===== config.mk =====
export PLATFORM = sky130hd
export DESIGN_NAME = tetris_drop_scheduler
export DESIGN_NICKNAME = d
export VERILOG_FILES = /design/src/rtl/tetris_drop_scheduler.sv
export SDC_FILE = /design/constraint.sdc
export NUM_CORES = 1
export LEC_CHECK = 0
export BUFFER_PORTS_ARGS = -buffer_cell sky130_fd_sc_hd__buf_2
export CORE_UTILIZATION = 38
export CTS_CLUSTER_SIZE = 30
export DETAILED_ROUTE_END_ITERATION = 8
export HOLD_SLACK_MARGIN = 0.15
export SKIP_CTS_REPAIR_TIMING = 1
export SLEW_MARGIN = 10
export SYNTH_ARGS = -nofsm -noshare
export SYNTH_HDL_FRONTEND = slang
export SYNTH_SLANG_ARGS = --single-unit

===== constraint.sdc =====
create_clock -name clk -period 10.5 [get_ports clk]
set_input_delay 0.525 -clock clk [delete_from_list [all_inputs] [get_ports clk]]
set_output_delay 0.525 -clock clk [all_outputs]
set_load 0.01 [all_outputs]

===== src/rtl/tetris_drop_scheduler.sv =====
// Gravity and lock-delay scheduler: emits registered drop_tick / lock_req pulses
// from a level-dependent fall period, soft drop, pause and a move-resettable lock timer.
module tetris_drop_scheduler #(
  parameter int unsigned BASE_PERIOD = 60000000,
  parameter int unsigned LEVEL_STEP  = 5000000,
  parameter int unsigned MIN_PERIOD  = 6000000,
  parameter int unsigned SOFT_PERIOD = 5000000,
  parameter int unsigned LOCK_DELAY  = 30000000,
  parameter int unsigned MAX_RESETS  = 15
) (
  input  logic       clk,
  input  logic       rst,
  input  logic       enable,
  input  logic       pause,
  input  logic [3:0] level,
  input  logic       soft_drop,
  input  logic       hard_drop,
  input  logic       landed,
  input  logic       move_ack,
  output logic       drop_tick,
  output logic       lock_req,
  output logic [1:0] state
);

  typedef enum logic [1:0] {
    StIdle = 2'd0,
    StFall = 2'd1,
    StLock = 2'd2
  } state_e;

  state_e      state_q, state_d;
  logic [31:0] fall_cnt_q, fall_cnt_d;
  logic [31:0] lock_cnt_q, lock_cnt_d;
  logic [31:0] reset_cnt_q, reset_cnt_d;
  logic        drop_tick_q, drop_tick_d;
  logic        lock_req_q, lock_req_d;

  logic [31:0] lvl_red, normal_period, eff_period;

  // Clamp before subtracting so high levels never wrap below the floor.
  always_comb begin
    lvl_red       = 32'(level) * LEVEL_STEP;
    normal_period = (lvl_red > BASE_PERIOD - MIN_PERIOD) ? MIN_PERIOD : BASE_PERIOD - lvl_red;
    eff_period    = (soft_drop && (SOFT_PERIOD < normal_period)) ? SOFT_PERIOD : normal_period;
  end

  always_comb begin
    state_d     = state_q;
    fall_cnt_d  = fall_cnt_q;
    lock_cnt_d  = lock_cnt_q;
    reset_cnt_d = reset_cnt_q;
    drop_tick_d = 1'b0;
    lock_req_d  = 1'b0;

    if (!enable) begin
      state_d     = StIdle;
      fall_cnt_d  = '0;
      lock_cnt_d  = '0;
      reset_cnt_d = '0;
    end else if (!pause) begin
      case (state_q)
        StIdle: begin
          state_d     = StFall;
          fall_cnt_d  = '0;
          lock_cnt_d  = '0;
          reset_cnt_d = '0;
        end
        StFall: begin
          if (hard_drop) begin
            lock_req_d  = 1'b1;
            fall_cnt_d  = '0;
            lock_cnt_d  = '0;
            reset_cnt_d = '0;
          end else if (landed) begin
            state_d     = StLock;
            fall_cnt_d  = '0;
            lock_cnt_d  = '0;
            reset_cnt_d = '0;
          end else if (fall_cnt_q >= eff_period - 32'd1) begin
            // >= lets a period shortened mid-count fire immediately.
            drop_tick_d = 1'b1;
            fall_cnt_d  = '0;
          end else begin
            fall_cnt_d = fall_cnt_q + 32'd1;
          end
        end
        StLock: begin
          if (hard_drop || !landed) begin
            lock_req_d  = hard_drop;
            state_d     = StFall;
            fall_cnt_d  = '0;
            lock_cnt_d  = '0;
            reset_cnt_d = '0;
          end else if (move_ack && (reset_cnt_q < MAX_RESETS)) begin
            lock_cnt_d  = '0;
            reset_cnt_d = reset_cnt_q + 32'd1;
          end else if (lock_cnt_q >= LOCK_DELAY - 32'd1) begin
            lock_req_d  = 1'b1;
            state_d     = StFall;
            fall_cnt_d  = '0;
            lock_cnt_d  = '0;
            reset_cnt_d = '0;
          end else begin
            lock_cnt_d = lock_cnt_q + 32'd1;
          end
        end
        default: begin
          state_d     = StIdle;
          fall_cnt_d  = '0;
          lock_cnt_d  = '0;
          reset_cnt_d = '0;
        end
      endcase
    end
  end

  always_ff @(posedge clk) begin
    if (!rst) begin
      state_q     <= StIdle;
      fall_cnt_q  <= '0;
      lock_cnt_q  <= '0;
      reset_cnt_q <= '0;
      drop_tick_q <= 1'b0;
      lock_req_q  <= 1'b0;
    end else begin
      state_q     <= state_d;
      fall_cnt_q  <= fall_cnt_d;
      lock_cnt_q  <= lock_cnt_d;
      reset_cnt_q <= reset_cnt_d;
      drop_tick_q <= drop_tick_d;
      lock_req_q  <= lock_req_d;
    end
  end

  assign drop_tick = drop_tick_q;
  assign lock_req  = lock_req_q;
  assign state     = state_q;

endmodule


* Yosys cells after proc, flatten, opt, wreduce, memory -nomap -nowiden
Index checks and enable logic that the tools add are counted.
** Storage, ports and cells
- Bits in registers :: 100
- Input bits :: 12
- Output and inout port bits :: 4
- Word-level logic and storage cells :: 71
** Operators by class
- Add/subtract/negate cells :: 5
- $mul :: 1
- $lt $le $gt $ge :: 5
- Equality and inequality tests :: 8
- Mux-type cells :: 30
- Bitwise logic cells :: 4
- Reductions and logical operators :: 12
** Operators by type and width (number)
- 32-bit 2-to-1 mux :: 15
- 32-bit case mux with 2 select lines :: 3
- 32-bit by 1-bit adder with 32-bit output (second input constant) :: 3
- 32-bit by 25-bit greater-or-equal comparator with 1-bit output (second input constant) :: 1
- 32-bit greater-or-equal comparator :: 1
- 23-bit by 32-bit less-than comparator with 1-bit output (first input constant) :: 1
- 32-bit by 4-bit less-than comparator with 1-bit output (second input constant) :: 1
- 32-bit by 1-bit subtractor with 32-bit output (second input constant) :: 1
- 26-bit by 27-bit subtractor with 28-bit output (first input constant) :: 1
- 27-bit by 26-bit > comparator with 1-bit output (second input constant) :: 1
- 4-bit by 17-bit multiplier with 21-bit output (second input constant) :: 1
- 2-bit 2-to-1 mux :: 5
- 3-bit inequality test (second input constant) :: 3
- 2-bit case mux with 3 select lines :: 1
- 3-bit AND reduction :: 2
- 6-bit OR reduction :: 1
- 1-bit 2-to-1 mux :: 5
- 5-bit AND reduction :: 1
- 2-bit inequality test (second input constant) :: 2
- 4-bit inequality test (second input constant) :: 1
- 1-bit NOT :: 4
- 2-bit AND reduction :: 2
- 3-bit OR reduction :: 1
- 2-bit by 1-bit == test with 1-bit output (second input constant) :: 1
- other kinds (6) :: 7

* Logic depth before layout (Yosys ltp)
Gate-level depths: netlist of run 1.
- Word-level depth :: 12
- Gate-level depth with buffers :: 39
- Depth with buffers taken out :: 34

* Worst setup path before layout of run 1
No wires, ideal clock.
- Kind :: input-to-reg
- Start point :: in level[2]
- End point :: reg fall_cnt_q[4]
- Setup time :: 0.132 ns
- Arrival time :: 8.489 ns
- Required time :: 10.368 ns
- Setup slack :: 1.879 ns
- Stages :: 37
- Path buffers :: 5
- Cells stage by stage :: buf_2 -> clkinv_1 -> ha_1 -> fa_1 -> inv_1 -> ha_1 -> or2_1 -> and3_1 -> buf_6 -> o2111a_1 -> a311oi_2 -> and2_1 -> o21ai_2 -> mux2_2 -> a21oi_4 -> a41oi_1 -> buf_2 -> a21oi_1 -> ha_1 -> a21boi_0 -> and3_1 -> nand2_1 -> a2111oi_4 -> nand4_2 -> o31a_1 -> or3_1 -> ha_1 -> nand4_1 -> or3_1 -> nor4_1 -> o2111ai_1 -> o21ai_0 -> clkbuf_1 -> nor2_1 -> clkbuf_1 -> nand3_1 -> a21oi_1
** On the way
- Word-level cells in the longest chain between the ends :: 12
- Elaborated cells between the ends (all ways) :: 13
- Those cells by class :: 2 x add/sub; 1 x mul; 3 x order compare; 6 x mux; 1 x reduce/logical
** RTL lines
- start: declaration :: line 15 : input logic [3:0] level,
- 4-bit by 17-bit multiplier with 21-bit output * :: line 42 : lvl_red = 32'(level) * LEVEL_STEP;
- 26-bit by 27-bit subtractor with 28-bit output or 27-bit by 26-bit > comparator with 1-bit output (tied branches) :: line 43 : normal_period = (lvl_red > BASE_PERIOD - MIN_PERIOD) ? MIN_PERIOD : BASE_PERIOD - lvl_red;
- 32-bit 2-to-1 mux * :: line 43
- 23-bit by 32-bit less-than comparator with 1-bit output :: line 44 : eff_period = (soft_drop && (SOFT_PERIOD < normal_period)) ? SOFT_PERIOD : normal_period;
- 1-bit logical AND :: line 44
- 32-bit 2-to-1 mux * :: line 44
- 32-bit by 1-bit subtractor with 32-bit output * :: line 79 : end else if (fall_cnt_q >= eff_period - 32'd1) begin
- 32-bit greater-or-equal comparator * :: line 79
- 32-bit 2-to-1 mux * :: line 79
- 32-bit 2-to-1 mux * :: line 74 : end else if (landed) begin
- 32-bit 2-to-1 mux * :: line 69 : if (hard_drop) begin
- 32-bit case mux with 2 select lines * :: line 61 : case (state_q)
- end signal: assignment :: line 127 : fall_cnt_q <= fall_cnt_d;
- end: declaration :: line 32 : logic [31:0] fall_cnt_q, fall_cnt_d;
Mark *: on every way between the ends. The rest lies on a longest branch, timed or not.
A chain may end at the register's enable or synchronous reset.

* Final worst setup path of run 1
- Start point :: in level[2]
- End point :: reg fall_cnt_q[30]
The elaborated chain is that of the path after synthesis.

==> results of run 1 <==
[path summary, 6_finish.rpt]
path	cells after the start	start	to
setup / recovery	36	level[2]	fall_cnt_q[30]$_SDFFE_PN0P_
hold / removal	2	reset_cnt_q[29]$_SDFFE_PN0P_	reset_cnt_q[29]$_SDFFE_PN0P_
setup reg to reg	13	lock_cnt_q[0]$_SDFFE_PN0P_	fall_cnt_q[30]$_SDFFE_PN0P_
hold reg to reg	2	reset_cnt_q[29]$_SDFFE_PN0P_	reset_cnt_q[29]$_SDFFE_PN0P_
[registers in the layout (all words and copies together), names as in the netlist]
signal	cells
drop_tick	1
lock_req	1
fall_cnt_q	32
reset_cnt_q	32
state	2
lock_cnt_q	32
[cell usage in the layout (no fill, tap or decap), types with 15 or more instances in the layout]
master / Yosys / layout
and3_1: 23 / 23
nand4_1: 28 / 28
nor4_1: 19 / 19
a21o_1: 28 / 28
dfxtp_1: 100 / 100
nor3_1: 32 / 31
a22oi_1: 20 / 20
a21oi_1: 71 / 71
nor2_1: 127 / 127
nand2_1: 85 / 85
buf_2: 10 / 15
o21ai_0: 30 / 30
xnor2_1: 38 / 38
ha_1: 59 / 59
inv_1: 26 / 26
xor2_1: 23 / 23
nand3_1: 65 / 65
a31oi_1: 18 / 18
[cell families (layout without fill, tap and decap cells)]
| group | count (synthesis) | count (layout) |
|---|---|---|
| buffers and inverters | 73 | 70 |
| and+or+nand+nor | 460 | 460 |
| xor gates and xnor gates | 63 | 63 |
| muxes | 8 | 8 |
| AOI/OAI and AO/OA | 259 | 259 |
| DFF | 100 | 100 |
| adders and majority gates | 61 | 61 |
[worst register-to-register path, delay by kind of cell (launching register included)]
| family | cells | cell delay, ps |
|---|---|---|
| simple gates | 3 | 780 |
| fa+ha+maj | 1 | 270 |
| compound gates | 7 | 1590 |
| flops | 1 | 340 |
| buf+inv | 2 | 580 |
[area by class of cell]
cell class              count  area, µm²
clock buffers               9        225
clock inverters             7       90.1
fillers                  2119      11800
inverters                  27        101
multi-input cells         851       5610
flip-flops and latches    100       2000
well taps                 270        338
repair buffers             27        165
[cells in the mapped netlist (4+ instances only)]
cell type,count
nand3b_1,9
a21o_1,28
a211o_1,5
nor2_1,127
inv_1,26
xor2_1,23
o21ai_1,8
clkbuf_1,30
nor4_1,19
a21oi_1,71
and4_1,6
a211oi_1,5
or3_1,10
o21a_1,4
a31oi_1,18
buf_2,10
nand2b_1,5
or2_2,7
nor3_1,32
nand4_1,28
a32oi_1,4
nand3_1,65
nor2b_1,4
mux2i_1,6
a22oi_1,20
ha_1,59
nand2_1,85
and3_1,23
dfxtp_1,100
o21ai_0,30
xnor2_1,38
and2_1,14
nand4b_1,5
a41oi_1,5
o211ai_1,13
[layer usage]
metal	wire length, µm	GRT usage
met2	8780	0.301
met3	633	0.0175
met1	9840	0.260
met4	373	0.0635
met5	0	0
[per-stage QoR]
step                hold slack (ps)  utilization
floorplan                       434            -
global placement                451        0.403
detailed placement              459        0.403
CTS                             458        0.419
global route                    486        0.419
finish                          469        0.419
[power by group]
group / switching [mW] / internal, mW / total, mW
Combinational: 0.209 / 0.122 / 0.330
Clock: 0.157 / 0.190 / 0.347
Sequential: 0.000397 / 0.379 / 0.380
Total: 0.366 / 0.691 / 1.06
==> flow_summary.json, run 1 <==
{
  "async_flop_share": 0,
  "clkLatencyLatePin_ps": 350,
  "wl_um": 19600,
  "rsz0062_at_grt": "no",
  "crit_family": "compound AO/OA/AOI/OAI gates",
  "synth_compound_area_frac": 0.232,
  "critPathBufInv": 6,
  "grt_use_total": 0.187,
  "antenna_found_initial": 0,
  "drive_gt1_frac": 0.0852,
  "rrSetupSlack_ps": 6820,
  "p_leak_nw": 3.19,
  "syn_area_per_cell_um2": 7.74,
  "drt_pass1_iterations": 4,
  "design_area_um2": 8530,
  "core_um2": 20400,
  "synth_area_um2": 7920,
  "worstSetupPathType": "input pin to flip-flop",
  "cpPeakStageDelay_ps": 520,
  "grt_max_degree": 40,
  "synth-simple-area-share": 0.294,
  "start_kind": "input pin",
  "cp_common_cell": "ha_1",
  "status": "finished clean",
  "grt-ovfl-total": 0,
  "synth-edff-count": 0,
  "initial_core_util": 0.389,
  "num_antenna_cells": 0,
  "cts_root_buf": "clkbuf_16",
  "drt.antenna.violating_nets": 0,
  "syn_inst": 1024,
  "drcViolationCount": 0,
  "grt_first_pass_wirelength_um": 33300,
  "cts-buffers-inserted": 9,
  "path_max_fanout": 20,
  "area_growth_pct": 7.68,
  "postPlaceCellArea_um2": 8220,
  "wl_per_cell_um": 15.2,
  "synth_top_family_by_area": "simple AND/OR/NAND/NOR gates",
  "cts_tree": "yes",
  "worstPathRequired_ps": 10720,
  "clock-sinks": 100,
  "ys_ff_latch": 100,
  "globalplace.congestion": 0.912,
  "yosys.area.top_type_share": 0.253,
  "htree_levels": 3,
  "slowest_stage": "fa_1",
  "synth-xor-area-share": 0.0723,
  "cp-end-kind": "flip-flop",
  "setup_viol": 0,
  "fmax_mhz": 107,
  "die_x_um": 146,
  "fp.dieH_um": 146,
  "place_inst": 1275,
  "clockBufferDepth": 2,
  "maxCapViolCount": 0,
  "hold_path_class": "flip-flop to flip-flop",
  "yosysWarnings": 0,
  "dp_slack_ps": 900,
  "synthesis.nets": 1097,
  "hold_viol_final": 0,
  "synth_mux_area_frac": 0.0104,
  "critical_path_arrival_ps": 9530,
  "drt-initial-drc-count": 394,
  "grt_pass1_vias": 6764,
  "fin_cells": 1291,
  "slew_headroom": 0.344,
  "hpwl_um": 14700,
  "layout.nets": 1089,
  "synth_area_leaders": "dfxtp_1 (25%), ha_1 (9.3%), nor2_1 (6.0%)",
  "tns_ps": 0,
  "die_area_um2": 21400,
  "io_pins": 16,
  "tightest_slew_ps": 982,
  "yosys.area_share.adder": 0.0982,
  "synthFlopType": "dfxtp_1",
  "finalMaxSlewViolations": 0,
  "period_needed_ps": 9310,
  "row_count": 52,
  "avgViaCountPerCell": 5.69,
  "p_total_mw": 1.06,
  "p_per_area_nw_per_um2": 124,
  "port_buffers": 15,
  "synth_area_leader_cell": "dfxtp_1",
  "vdd_drop_max_uv": 78.6,
  "vias": 7345,
  "fin_crit_sh": 0.887,
  "yosysUniqueCellTypes": 88,
  "clk_pin_slew_worst_paths_ps": 80,
  "skew_ps": 10.9,
  "ys_seq_area_frac": 0.253,
  "fin_ws_ps": 1190
}
Note: power is estimated with default switching activity, not from simulation.
==> run 2, diff against run 1 <==
CORE_UTILIZATION = 49   (was 38)
==> run 2 against run 1 <==
  * Fmax down 1.8%
  * Global-route usage up 6.1 points
  * Critical endpoint is now fall_cnt_q[8]$_SDFFE_PN0P_
  * Core utilization up 12 points
  * Non-clock buffer count down 1
  * Critical path type unchanged
  * Sequential power about the same
  * Combinational power down 2%
  * Register-to-register slack better by 160 ps
  * Clock power about the same
==> flow_summary.json, run 2 (synthesized netlist as in run 1, its figures left out) <==
{
  "fin_crit_sh": 0.903,
  "vdd_drop_max_uv": 97.4,
  "slowest_stage": "xnor2_1",
  "core_um2": 15800,
  "drt_pass1_iterations": 5,
  "antenna_found_initial": 0,
  "path_max_fanout": 20,
  "drt.antenna.violating_nets": 0,
  "wl_per_cell_um": 15.8,
  "clk_pin_slew_worst_paths_ps": 70,
  "grt_pass1_vias": 6764,
  "cp-end-kind": "flip-flop",
  "cp_common_cell": "ha_1",
  "num_antenna_cells": 0,
  "clkLatencyLatePin_ps": 360,
  "setup_viol": 0,
  "critical_path_arrival_ps": 9700,
  "fp.dieH_um": 129,
  "start_kind": "input pin",
  "die_area_um2": 16700,
  "period_needed_ps": 9480,
  "row_count": 46,
  "drt-initial-drc-count": 520,
  "tightest_slew_ps": 987,
  "grt_max_degree": 40,
  "drcViolationCount": 0,
  "clock-sinks": 100,
  "fmax_mhz": 106,
  "status": "finished clean",
  "layout_commonest_cell": "nor2_1",
  "maxCapViolCount": 0,
  "cts_tree": "yes",
  "area_growth_pct": 6.74,
  "top_regs": "fall_cnt_q: 32 flops, lock_cnt_q: 32 flops, reset_cnt_q: 32 flops",
  "skew_ps": 13.7,
  "cts-buffers-inserted": 9,
  "drive_gt1_frac": 0.0843,
  "vias": 7279,
  "initial_core_util": 0.501,
  "p_per_area_nw_per_um2": 124,
  "hpwl_um": 14600,
  "wl_um": 19600,
  "rsz0062_at_grt": "no",
  "design_area_um2": 8460,
  "fin_util": 0.534,
  "p_total_mw": 1.05,
  "cpPeakStageDelay_ps": 600,
  "finalMaxSlewViolations": 0,
  "mostFrequentLayoutCells": "nor2_1 (127), dfxtp_1 (100), nand2_1 (85)",
  "layout.nets": 1088,
  "clockBufferDepth": 2,
  "slew_headroom": 0.340,
  "globalplace.congestion": 0.871,
  "tns_ps": 0,
  "hold_path_class": "input pin to flip-flop",
  "port_buffers": 15,
  "hold_viol_final": 0,
  "p_leak_nw": 3.18,
  "postPlaceCellArea_um2": 8140,
  "die_x_um": 129,
  "grt_first_pass_wirelength_um": 33300,
  "avgViaCountPerCell": 5.89,
  "htree_levels": 3,
  "grt-ovfl-total": 0,
  "io_pins": 16,
  "grt_use_total": 0.248,
  "cts_root_buf": "clkbuf_16",
  "worstPathRequired_ps": 10720,
  "worstSetupPathType": "input pin to flip-flop"
}
[run 2: changes by cell type in the layout (fill, tap and decap cells not counted), sizes merged]
| cell | delta |
|---|---|
| buf | -1 |
| inv | -1 |
| bufinv | -1 |
| clkinvlp | -2 |
| clkinv | +4 |
[run 2: worst max-delay path, delay by kind of cell]
family | cells | cell delay, ps
simple gates | 11 | 2750
compound gates | 13 | 2610
fa+ha+maj | 5 | 1850
buf+inv | 6 | 1330
xor+xnor | 1 | 600
[run 2: through the flow]
stage | setup slack [ps] | hold slack (ps) | std cells
after global routing | 131 | 464 | 1236
final | 1020 | 452 | 1236
after detailed placement | 771 | 460 | 1220
after global placement | 949 | 456 | 1220
after CTS | 1110 | 444 | 1236
after floorplan | 1880 | 434 | 1024
[run 2: power by group]
part / internal [mW] / switching (mW)
Combinational: 0.122 / 0.203
Clock: 0.171 / 0.172
Sequential: 0.379 / 0.000455
Total: 0.672 / 0.376
[run 2: cell type report]
cell class,instances,area (µm²)
fillers,1539,7370
multi-input cells,851,5610
flip-flops and latches,100,2000
well taps,216,270
clock buffers,9,225
repair buffers,26,158
inverters,27,101
clock inverters,7,91.3
[run 2: per-layer routing]
| metal | wire [µm] | GRT usage |
|---|---|---|
| met4 | 145 | 0.0588 |
| met3 | 645 | 0.0289 |
| met2 | 9160 | 0.421 |
| met1 | 9610 | 0.335 |
| met5 | 0 | 0 |
[run 2: worst paths after layout]
path	startpoint	to	slack, ps	cells past startpoint
min reg2reg	reset_cnt_q[14]$_SDFFE_PN0P_	reset_cnt_q[14]$_SDFFE_PN0P_	470	2
max	level[2]	fall_cnt_q[8]$_SDFFE_PN0P_	1020	36
max reg2reg	lock_cnt_q[0]$_SDFFE_PN0P_	lock_cnt_q[10]$_SDFFE_PN0P_	6980	11
min	hard_drop	lock_req$_SDFF_PP0_	450	3
==> run 3, diff against run 2 <==
REMOVE_ABC_BUFFERS = 1   (was not set)
==> run 3 against run 2 <==
  * Largest power group unchanged
  * Die area did not move
  * Cell count rose by 0.32%
  * Critical path depth did not move
  * Sequential cell count did not move
  * Clock-buffer cell count rose by 1
  * Clock power rose by 3%
  * Fmax fell by 1.4%
  * Hold slack got worse by 13 ps
  * Non-clock buffer count rose by 4
==> flow_summary.json, run 3 (synthesized netlist as in run 1, its figures left out) <==
{
  "hpwl_um": 14600,
  "cts-buffers-inserted": 9,
  "clkLatencyLatePin_ps": 360,
  "layout.nets": 1092,
  "clk_pin_slew_worst_paths_ps": 70,
  "setup_viol": 0,
  "cp-end-kind": "flip-flop",
  "hold-path-endpoint": "lock_req$_SDFF_PP0_",
  "reg2reg_to": "fall_cnt_q[4]$_SDFFE_PN0P_",
  "area_growth_pct": 7.15,
  "p_leak_nw": 3.21,
  "rrSetupSlack_ps": 6710,
  "die_area_um2": 16700,
  "fmax_mhz": 104,
  "dp_slack_ps": 702,
  "hold_start": "hard_drop",
  "hold_path_class": "input pin to flip-flop",
  "tns_ps": 0,
  "period_needed_ps": 9610,
  "cpPeakStageDelay_ps": 710,
  "grt_pass1_vias": 6727,
  "die_x_um": 129,
  "hold-worst-slack_ps": 439,
  "core_um2": 15800,
  "design_area_um2": 8490,
  "port_buffers": 15,
  "drcViolationCount": 0,
  "wl_per_cell_um": 15.8,
  "antenna_found_initial": 0,
  "p_per_area_nw_per_um2": 125,
  "slew_headroom": 0.299,
  "hold_viol_final": 0,
  "vdd_drop_max_uv": 96.2,
  "fp.dieH_um": 129,
  "fin_cells": 1240,
  "place_inst": 1224,
  "status": "finished clean",
  "start_kind": "input pin",
  "maxCapViolCount": 0,
  "num_antenna_cells": 0,
  "row_count": 46,
  "top_regs": "fall_cnt_q: 32 flops, lock_cnt_q: 32 flops, reset_cnt_q: 32 flops",
  "grt_use_total": 0.245,
  "postPlaceCellArea_um2": 8170,
  "drive_gt1_frac": 0.0879,
  "cts_tree": "yes",
  "cp_common_cell": "a21o_1",
  "io_pins": 16,
  "rsz0062_at_grt": "no",
  "mostFrequentLayoutCells": "nor2_1 (127), dfxtp_1 (100), nand2_1 (85)",
  "clockBufferDepth": 2,
  "worstPathRequired_ps": 10780,
  "drt.antenna.violating_nets": 0,
  "r2r_cells": 13,
  "tightest_slew_ps": 1050,
  "finalMaxSlewViolations": 0,
  "layout_commonest_cell": "nor2_1",
  "grt_first_pass_wirelength_um": 32900,
  "worstSetupPathType": "input pin to flip-flop",
  "critical_path_arrival_ps": 9890,
  "skew_ps": 10.5,
  "fin_crit_sh": 0.916,
  "cts_root_buf": "clkbuf_16",
  "drt-initial-drc-count": 390,
  "crit-reg2reg-launch": "lock_cnt_q[0]$_SDFFE_PN0P_",
  "slowest_stage": "nor2_1",
  "grt_max_degree": 40,
  "path_max_fanout": 13,
  "htree_levels": 3,
  "grt-ovfl-total": 0,
  "vias": 7306,
  "whs_path_depth": 3,
  "globalplace.congestion": 0.912,
  "wl_um": 19500,
  "fin_ws_ps": 886,
  "drt_pass1_iterations": 7,
  "avgViaCountPerCell": 5.89,
  "initial_core_util": 0.501,
  "clock-sinks": 100
}
-- run 3: changes by cell type in the layout (fill, tap and decap cells not counted) --
| cell | previous run | this run |
|---|---|---|
| clkinvlp_4 | 0 | 1 |
| buf_4 | 11 | 15 |
| clkinv_8 | 4 | 1 |
| clkbuf_8 | 0 | 1 |
| bufinv_16 | 0 | 1 |
-- run 3: through the flow --
stage | utilization | power (mW)
3_5_place_dp | 0.516 | 0.710
3_3_place_gp | 0.516 | 0.714
5_1_grt | 0.536 | 1.12
2_1_floorplan | - | 0.638
6_report | 0.536 | 1.06
4_1_cts | 0.536 | 1.07
-- run 3: worst max-delay path by stage --
stage / from / to / slack, ps / depth (start not counted)
finish: level[2] / fall_cnt_q[9]$_SDFFE_PN0P_ / 890 / 36
global route: level[2] / fall_cnt_q[5]$_SDFFE_PN0P_ / 190 / 36
CTS: level[2] / fall_cnt_q[9]$_SDFFE_PN0P_ / 1050 / 36
detailed placement: level[2] / fall_cnt_q[9]$_SDFFE_PN0P_ / 700 / 36
global placement: level[2] / fall_cnt_q[10]$_SDFFE_PN0P_ / 880 / 36
floorplan: level[2] / fall_cnt_q[30]$_SDFFE_PN0P_ / 270 / 32
-- run 3: critical path: cells and delay by family --
family                   cells  cell delay [ps]
AO/OA/AOI/OAI               16             3350
adder cells (fa/ha/maj)      5             1830
buffers and inverters        5              890
AND/OR/NAND/NOR             10             3270
-- run 3: final cells by class --
type                    count  area (µm²)
fillers                  1566        7340
repair buffers             30         188
clock inverters             6        80.1
clock buffers              10         239
well taps                 216         270
inverters                  27         101
multi-input cells         851        5610
flip-flops and latches    100        2000
-- run 3: per-layer routing --
layer / track usage / part of all wire
met5: 0 / 0
met4: 0.0561 / 0.0079
met3: 0.0310 / 0.034
met2: 0.404 / 0.46
met1: 0.339 / 0.50
-- run 3: where the power goes --
part           leakage, nW  switching (mW)  internal [mW]
sequential           0.805        0.000383          0.379
clock                0.152           0.159          0.196
combinational         2.25           0.203          0.122
total                 3.21           0.362          0.697
